## config.mk

```make
export PLATFORM = sky130hd
export DESIGN_NAME = seq_divider
export DESIGN_NICKNAME = d
export VERILOG_FILES = /design/src/rtl/seq_div_pkg.sv /design/src/rtl/seq_div_step.sv /design/src/rtl/seq_divider.sv
export SDC_FILE = /design/constraint.sdc
export NUM_CORES = 1
export LEC_CHECK = 0
export ABC_AREA = 1
export BUFFER_PORTS_ARGS = -buffer_cell sky130_fd_sc_hd__buf_2
export CORE_ASPECT_RATIO = 1.25
export CORE_UTILIZATION = 42
export CTS_CLUSTER_DIAMETER = 200
export DETAILED_ROUTE_END_ITERATION = 8
export PLACE_DENSITY = 0.59
export RECOVER_POWER = 25
export SYNTH_ARGS = -nofsm -noshare
export SYNTH_HDL_FRONTEND = slang
export SYNTH_HIERARCHICAL = 1
export SYNTH_SLANG_ARGS = --single-unit
export TNS_END_PERCENT = 10
```

## constraint.sdc

```tcl
create_clock -name clk -period 2.44 [get_ports clk]
set_input_delay 0 -clock clk [delete_from_list [all_inputs] [get_ports clk]]
set_output_delay 0 -clock clk [all_outputs]
set_load 0.03 [all_outputs]
```

## src/rtl/seq_div_pkg.sv

```systemverilog
// Shared definitions for the sequential radix-2 restoring divider.
// State encodings and a constant-function log2 used to size the bit counter.
package seq_div_pkg;

  localparam logic [1:0] IDLE = 2'b00;
  localparam logic [1:0] RUN  = 2'b01;
  localparam logic [1:0] DONE = 2'b10;

  function automatic int unsigned clog2(input int unsigned v);
    int unsigned r;
    r = 0;
    for (int unsigned i = 0; i < 32; i++) begin
      if ((64'd1 << i) < 64'(v)) r = i + 1;
    end
    return r;
  endfunction

endpackage

```

## src/rtl/seq_div_step.sv

```systemverilog
// One restoring-division iteration: shift in a dividend bit, trial-subtract the divisor.
// Relies on i_rem < i_dvs, so the VW-bit difference is exact whenever the subtraction succeeds.
module seq_div_step #(
  parameter int unsigned VW = 8
) (
  input  logic [VW-1:0] i_rem,
  input  logic          i_bit,
  input  logic [VW-1:0] i_dvs,
  output logic [VW-1:0] o_rem,
  output logic          o_q
);

  logic [VW:0]   w_s;
  logic [VW-1:0] w_diff;

  always_comb begin
    w_s    = {i_rem, i_bit};
    w_diff = w_s[VW-1:0] - i_dvs;
    o_q    = (w_s >= {1'b0, i_dvs});
    o_rem  = o_q ? w_diff : w_s[VW-1:0];
  end

endmodule

```

## src/rtl/seq_divider.sv

```systemverilog
// Radix-2 restoring divider, one quotient bit per clock, start/busy/valid handshake.
// Optional two's-complement mode (signed_op port) when SEQ_DIV_SIGNED_EN is defined.
module seq_divider
  import seq_div_pkg::*;
#(
  parameter int unsigned DW = 16,
  parameter int unsigned VW = 8
) (
  input  logic          clk,
  input  logic          rst,
  input  logic          start,
  input  logic [DW-1:0] dividend,
  input  logic [VW-1:0] divisor,
`ifdef SEQ_DIV_SIGNED_EN
  input  logic          signed_op,
`endif
  output logic          busy,
  output logic          valid,
  output logic          dbz,
  output logic [DW-1:0] quotient,
  output logic [VW-1:0] remainder
);

  localparam int unsigned CW = clog2(DW);

  logic [1:0]    r_state;
  logic [CW-1:0] r_cnt;
  logic [DW-1:0] r_dvd;
  logic [VW-1:0] r_dvs;
  logic [VW-1:0] r_rem;
  logic [DW-1:0] r_quo;
  logic [VW-1:0] r_rem_o;
  logic          r_busy;
  logic          r_valid;
  logic          r_dbz;

  logic [DW-1:0] w_dvd_mag;
  logic [VW-1:0] w_dvs_mag;
  logic [DW-1:0] w_q_next;
  logic [VW-1:0] w_rem_next;
  logic          w_q_bit;
  logic [DW-1:0] w_quo_fix;
  logic [VW-1:0] w_rem_fix;

  seq_div_step #(.VW(VW)) u_step (
    .i_rem (r_rem),
    .i_bit (r_dvd[DW-1]),
    .i_dvs (r_dvs),
    .o_rem (w_rem_next),
    .o_q   (w_q_bit)
  );

  // r_dvd doubles as the quotient register: dividend bits leave at the top
  // while quotient bits enter at the bottom, so after DW steps it holds q.
  assign w_q_next = {r_dvd[DW-2:0], w_q_bit};

`ifdef SEQ_DIV_SIGNED_EN
  logic r_neg_q;
  logic r_neg_r;
  logic w_dvd_neg;
  logic w_dvs_neg;

  always_comb begin
    w_dvd_neg = signed_op & dividend[DW-1];
    w_dvs_neg = signed_op & divisor[VW-1];
    w_dvd_mag = w_dvd_neg ? -dividend : dividend;
    w_dvs_mag = w_dvs_neg ? -divisor : divisor;
    w_quo_fix = r_neg_q ? -w_q_next : w_q_next;
    w_rem_fix = r_neg_r ? -w_rem_next : w_rem_next;
  end
`else
  always_comb begin
    w_dvd_mag = dividend;
    w_dvs_mag = divisor;
    w_quo_fix = w_q_next;
    w_rem_fix = w_rem_next;
  end
`endif

  always_ff @(posedge clk or negedge rst) begin
    if (!rst) begin
      r_state <= IDLE;
      r_cnt   <= '0;
      r_dvd   <= '0;
      r_dvs   <= '0;
      r_rem   <= '0;
      r_quo   <= '0;
      r_rem_o <= '0;
      r_busy  <= 1'b0;
      r_valid <= 1'b0;
      r_dbz   <= 1'b0;
`ifdef SEQ_DIV_SIGNED_EN
      r_neg_q <= 1'b0;
      r_neg_r <= 1'b0;
`endif
    end else begin
      r_valid <= 1'b0;
      case (r_state)
        IDLE: begin
          if (start) begin
            r_busy <= 1'b1;
            if (divisor == '0) begin
              r_state <= DONE;
              r_valid <= 1'b1;
              r_dbz   <= 1'b1;
              r_quo   <= '1;
              r_rem_o <= dividend[VW-1:0];
            end else begin
              r_state <= RUN;
              r_dbz   <= 1'b0;
              r_quo   <= '0;
              r_rem_o <= '0;
              r_cnt   <= CW'(DW - 1);
              r_dvd   <= w_dvd_mag;
              r_dvs   <= w_dvs_mag;
              r_rem   <= '0;
`ifdef SEQ_DIV_SIGNED_EN
              r_neg_q <= w_dvd_neg ^ w_dvs_neg;
              r_neg_r <= w_dvd_neg;
`endif
            end
          end
        end
        RUN: begin
          r_dvd <= w_q_next;
          r_rem <= w_rem_next;
          r_cnt <= r_cnt - 1'b1;
          if (r_cnt == '0) begin
            r_quo   <= w_quo_fix;
            r_rem_o <= w_rem_fix;
            r_valid <= 1'b1;
            r_state <= DONE;
          end
        end
        DONE: begin
          // busy stays high through the valid cycle and drops on the way back to IDLE
          r_busy  <= 1'b0;
          r_state <= IDLE;
        end
        default: r_state <= IDLE;
      endcase
    end
  end

  assign busy      = r_busy;
  assign valid     = r_valid;
  assign dbz       = r_dbz;
  assign quotient  = r_quo;
  assign remainder = r_rem_o;

endmodule

```

**Word level (Yosys, flattened, before mapping)**

Index checks and enable logic that the tools add are counted.

- Register bits after elaboration: 65
- Input port bits: 27
- Output and inout bits: 27
- Logic and storage cells: 58

- Add/sub/neg operators: 2
- Order comparisons: 1
- Eq/ne operators: 5
- Multiplexer cells: 28
- Bitwise operators: 1
- Reductions and logical operators: 11

Operators by type and width:

| cell | count |
|---|---|
| two-way mux 16 bit | 5 |
| one-hot mux 16 bit (2 select lines) | 2 |
| two-way mux 8 bit | 6 |
| one-hot mux 8 bit (2 select lines) | 2 |
| >= comparator 9 x 8 -> 1 bit | 1 |
| AND reduction 3 bit | 3 |
| zero test 8 bit | 1 |
| two-way mux 4 bit | 2 |
| one-hot mux 4 bit (2 select lines) | 1 |
| subtractor 8 bit | 1 |
| two-way mux 2 bit | 3 |
| inequality test 2 bit (second input constant) | 3 |
| AND reduction 2 bit | 3 |
| zero test 4 bit | 1 |
| two-way mux 1 bit | 4 |
| one-hot mux 1 bit (2 select lines) | 2 |
| one-hot mux 2 bit (2 select lines) | 1 |
| nonzero test 2 bit | 2 |
| subtractor 4 x 1 -> 4 bit (second input constant) | 1 |
| equality test 2 x 1 -> 1 bit (second input constant) | 1 |
| equality test 2 bit (second input constant) | 1 |
| zero test 2 bit | 1 |
| NOT 1 bit | 1 |

**Logic depth before layout (Yosys ltp)**

- Depth in word-level cells: 4
- Depth in mapped cells: 15
- Mapped depth without buffers: 15

**Modules after synthesis**

The synthesis kept the hierarchy.

Modules (own cells, without submodules):

| module | times used | cells each | area each (µm²) | seq. area each (µm²) |
|---|---|---|---|---|
| seq_divider | 1 | 398 | 3034.2 | 1626.6 |
| seq_div_step | 1 | 109 | 651.9 | 0.0 |

**Least setup slack after synthesis**

Ideal clock, no wire load.

- Path type: reg2reg
- Start: register r_rem[1]
- End: register r_rem_o[7], in the netlist remainder[7]
- Setup time: 117 ps
- Arrival time: 1614 ps
- Data required time: 2323 ps
- Slack: 709 ps
- Cell stages (with the launch flop): 13
- Buffers on the path: 0
- Period minus slack after synthesis: 1731 ps
- Path through: dfrtp_1 ha_1 or2_4 nand3_4 nand2_4 nand2_4 nand2_8 nand2_2 nand2_2 nand2_1 nand2_1 nand2_1 nand2_1

- Longest elaborated chain between the ends: 4
- Elaborated cells on any way between the ends: 5
- Those cells by class: add/sub: 1; order compare: 1; mux: 3

RTL lines:

| what | line | source |
|---|---|---|
| start: declaration | seq_divider.sv:30 | `logic [VW-1:0] r_rem;` |
| start signal: assignment | seq_divider.sv:126 | `r_rem <= w_rem_next;` |
| >= comparator 9 x 8 -> 1 bit | seq_div_step.sv:19 | `o_q = (w_s >= {1'b0, i_dvs});` |
| named net w_q_bit | seq_divider.sv:41 | `logic w_q_bit;` |
| two-way mux 8 bit | seq_div_step.sv:20 | `o_rem = o_q ? w_diff : w_s[VW-1:0];` |
| named net w_rem_fix[7] | seq_divider.sv:43 | `logic [VW-1:0] w_rem_fix;` |
| two-way mux 8 bit | seq_divider.sv:128 | `if (r_cnt == '0) begin` |
| one-hot mux 8 bit (2 select lines) | seq_divider.sv:98 | `case (r_state)` |
| end signal: assignment | seq_divider.sv:107 | `r_rem_o <= dividend[VW-1:0];` |
| end signal: assignment | seq_divider.sv:130 | `r_rem_o <= w_rem_fix;` |
| end: declaration | seq_divider.sv:32 | `logic [VW-1:0] r_rem_o;` |

The timed path passes the listed nets, and every way through them passes these cells. The select of a mux whose other input is x is not followed.
A chain may end at the register's enable or synchronous reset.

**Worst setup path after layout**

- Start: register r_dvd[15]
- End: register r_rem_o[4], in the netlist remainder[4]

- Longest elaborated chain between the ends: 4
- Elaborated cells on any way between the ends: 5
- Those cells by class: add/sub: 1; order compare: 1; mux: 3

RTL lines:

| what | line | source |
|---|---|---|
| start: declaration | seq_divider.sv:28 | `logic [DW-1:0] r_dvd;` |
| start signal: assignment | seq_divider.sv:114 | `r_dvd <= w_dvd_mag;` |
| start signal: assignment | seq_divider.sv:125 | `r_dvd <= w_q_next;` |
| subtractor 8 bit or >= comparator 9 x 8 -> 1 bit (tied branches) | seq_div_step.sv:18, seq_div_step.sv:19 |  |
| two-way mux 8 bit * | seq_div_step.sv:20 |  |
| named net w_rem_fix[4] | seq_divider.sv:43 |  |
| two-way mux 8 bit * | seq_divider.sv:128 |  |
| one-hot mux 8 bit (2 select lines) * | seq_divider.sv:98 |  |

The timed path passes the listed nets; every way through them passes the cells marked *. The select of a mux whose other input is x is not followed.

==> summary.txt <==
Clock tree
  • Clock transition at path regs: around 0.070 ns
  • Clock Tree Buf Depth: 2
  • Htree depth: 3
  • Post-CTS setup buffer count: 0
  • CTS buffer count: 9
  • Post-CTS sizing: 0
  • CTS tree: done
  • Clk Latency, worst-skew pair: 0.35 ns
  • Clock Sink Count: 65
  • Root Driver: clkbuf_8

STA
  • Worst Skew: 0.00938 ns
  • RSZ-0062 raised after global routing: no
  • Crit share post-route: 82.7%
  • Max-slew violations: 66
  • Setup TNS: 0 ns
  • Setup violators final: 0
  • Worst slew margin: -10.7%
  • Achievable Freq: between 400 and 500 MHz
  • Fin. Hold Viols: 0
  • Final hold slack: 0.0175 ns
  • PnR worst setup slack: 0.421 ns
  • Slew at the pin with the worst max-slew slack: approximately 1.7 ns
  • Min cycle time layout: 2.02 ns

Power and ir drop
  • Combinational share of power: 58.1%
  • Peak VDD IR: 0.557 mV
  • Clk pwr share: about an eighth
  • Sw Share: 49.9%
  • Internal: approximately 0.0032 W
  • Switching Power: about 0.0032 W
  • Flop pwr share: 28.6%
  • Power Dens Cells: around 1500 mW/mm^2
  • Leakage: 2.50 nW

Synth
  • Count leader, synth: nand2_1
  • Post-Synth Simple-Gate Area: 41.2%
  • Post-Syn Area: 0.00369 sq mm
  • Yosys warns: 6
  • EDFF count, synth: 0
  • Synth top area cells: dfrtp_1, nand2_1, nand3_1, inv_1, ha_1
  • Adder-cell share of the synthesized area: ~4%
  • Main combinational cell family by area after synthesis: simple AND/OR/NAND/NOR gates
  • Cell variety after synth: 29
  • Post-synth top cells: nand2_1, dfrtp_1, nand3_1
  • Mux share of post-synthesis cell area: 0%
  • Register area share after synthesis: 44.1%
  • Synth Instances: 507
  • Share of synthesized registers carrying an async set or reset: 100%
  • Net Count, Synth: 545
  • Mapped Avg Cell Area: 7.27 sq um
  • Synth area leader: dfrtp_1
  • #FFs+latches synth: 65
  • Main synth FF type: dfrtp_1
  • Synth Area in XOR/XNOR: 0.713%
  • Post-synth top area share: 44.1%
  • Synth Area in Compound Gates: 2.68%

Final layout
  • Post-route cell area: ~0.0043 sq mm
  • N_diodes: 0
  • Layout area overhead: 17.8%
  • Fillers: 883
  • Layout cells sized above 1: between 10% and 20%
  • Nets@finish: 614
  • Area of the multi-input gates: roughly 0.0018 sq mm
  • Reg area: 0.00163 sq mm

GRT
  • First-pass GRT wire length: 15400 um
  • Overall Global Routing Usage: a little over a fifth
  • Grt met2 use: 35.9%
  • Total congestion overflow: 0
  • Vias in the first global route: 3274
  • Largest net degree at the start of global routing: 66
  • M3 GR Usage: under 10%
  • Met1 Track Usage GR: 28.0%
  • Layer with the highest usage: met2
  • Initial antenna violation count: 0

Place
  • DP HPWL: 6080 um
  • DP Area: approximately 0.0040 sq mm
  • I/O Buffers: 53
  • Final GP Congestion: slightly above 0.8
  • Post-Place Worst Slack: 0.413 ns

Detailed routing
  • DR iter-0 viols: 195
  • Routed WL: roughly 9000 um
  • Vias: 3315
  • WL per Instance: about 13 um
  • Vias/cell: approximately 4.8
  • Residual DRC: 0
  • Drt pass-1 iters: 4
  • Routed Antenna Nets: 0

Critical path
  • CP startpoint kind: flop
  • Max Fanout on Critical Path: 3
  • Reg-to-Reg End: remainder[4]
  • Critical path arrival: 2.31 ns
  • Setup crit end kind: flop
  • Worst Reg-to-Reg Cells: 13
  • Flop-to-flop setup slack: roughly 0.42 ns
  • Crit Path Class: flop to flop
  • Worst EP required: approximately 2.7 ns
  • Critical R2R Launch: r_dvd[15]

Floorplanning
  • Die W: roughly 86 um
  • Row count: 37
  • Die height: 107 um
  • Initial Util: between 40% and 50%
  • Die area: 0.00916 sq mm
  • Top Ports: 54
  • CORE AREA: 0.00838 sq mm

Outcome
  • Run status: complete, but fails checks
  • Failing checks: capacitance limit, slew limit

Worst hold path
  • Hold Crit Depth: 5
  • Hold_sp: dividend[15]
  • Worst hold path endpoint: r_dvd[15]
  • Worst min-delay path class: primary input to flop

Job
  • Max-Cap Viols: 1
==> power by group through the flow <==
stage	logic, W	clock network (W)	registers, W
after global routing	0.00425	0.000937	0.00190
final	0.00374	0.000856	0.00184
after floorplan	0.00273	0	0.00210
after detailed placement	0.00378	0	0.00184
after global placement	0.00375	0	0.00184
after CTS	0.00382	0.000880	0.00183
==> layout make-up <==
class	instances	share of cell area [%]
Clock buffer	13	3.89
Tap cell	117	3.37
Multi-Input combinational cell	383	41.2
Inverter	41	3.60
Sequential cell	65	37.5
Clock inverter	2	0.288
Timing Repair Buffer	76	10.2
==> flip-flops by register name, summed over array words and instances (netlist names) <==
name	count
quotient	16
r_dvd	16
r_dvs	8
r_rem	8
remainder	8
r_cnt	4
r_state	2
busy	1
dbz	1
valid	1
==> layer usage <==
metal / vias up / part of all wire (%)
li1: 1679 / -
met1: 1563 / 45
met2: 59 / 50
met3: 14 / 2.5
met4: 0 / 2.1
met5: - / 0
==> through the flow <==
step           total power [W]  util, %  instances
3_3_place_gp           0.00559     48.1        665
2_1_floorplan          0.00483        -        507
4_1_cts                0.00654     52.3        697
3_5_place_dp           0.00562     48.1        665
6_report               0.00643     51.8        697
5_1_grt                0.00709     51.8        697
==> kinds of logic (layout without fill, tap and decap cells) <==
kind of cell | after synthesis | after routing
flops | 65 | 65
compound gates | 16 | 16
simple gates | 353 | 353
xor+xnor | 3 | 3
fa+ha+maj | 11 | 11
buf+inv | 59 | 132
==> worst max-delay path, cell delays in order, from the launching register on <==
cell and delay (ns):
dfrtp_1 0.39, inv_1 0.06, ha_1 0.22, fa_1 0.42, inv_1 0.10, nand3_1 0.07, nand3_1 0.09, xor2_1 0.21
nand2_2 0.08, nand2_2 0.05, nand2_1 0.08, nand2_1 0.10, nand2_1 0.05, nand2_1 0.05
==> worst max path at each step <==
stage,from,endpoint,slack [ns],depth (start not counted)
2_1_floorplan,r_rem[1],remainder[7],0.71,12
3_3_place_gp,r_dvd[15],remainder[4],0.44,13
3_5_place_dp,r_dvd[15],remainder[4],0.41,13
4_1_cts,r_dvd[15],remainder[4],0.38,13
5_1_grt,r_dvd[15],remainder[4],0.28,13
6_report,r_dvd[15],remainder[4],0.42,13
==> cells in the final DEF, fill, tap and decap left out, types with 2 or more instances in the layout <==
master,Yosys,routed
a21oi_1,4,4
a21oi_2,2,2
buf_2,8,26
buf_4,6,5
clkbuf_1,2,28
clkbuf_8,0,12
dfrtp_1,65,65
dlygate4sd3_1,0,17
ha_1,10,10
inv_1,37,37
inv_2,2,2
nand2_1,263,263
nand2_2,17,17
nand2_4,3,3
nand3_1,39,39
nor2_1,20,20
nor2_2,2,2
nor2_4,4,4
o21ai_0,9,9
xnor2_1,2,2
==> what timing repair did <==
item	in CTS	in global routing
hold endpoints to repair	81	0
hold buffers	17	0
endpoints found under the setup margin	0	0
Power figures use the tool's default switching activity.
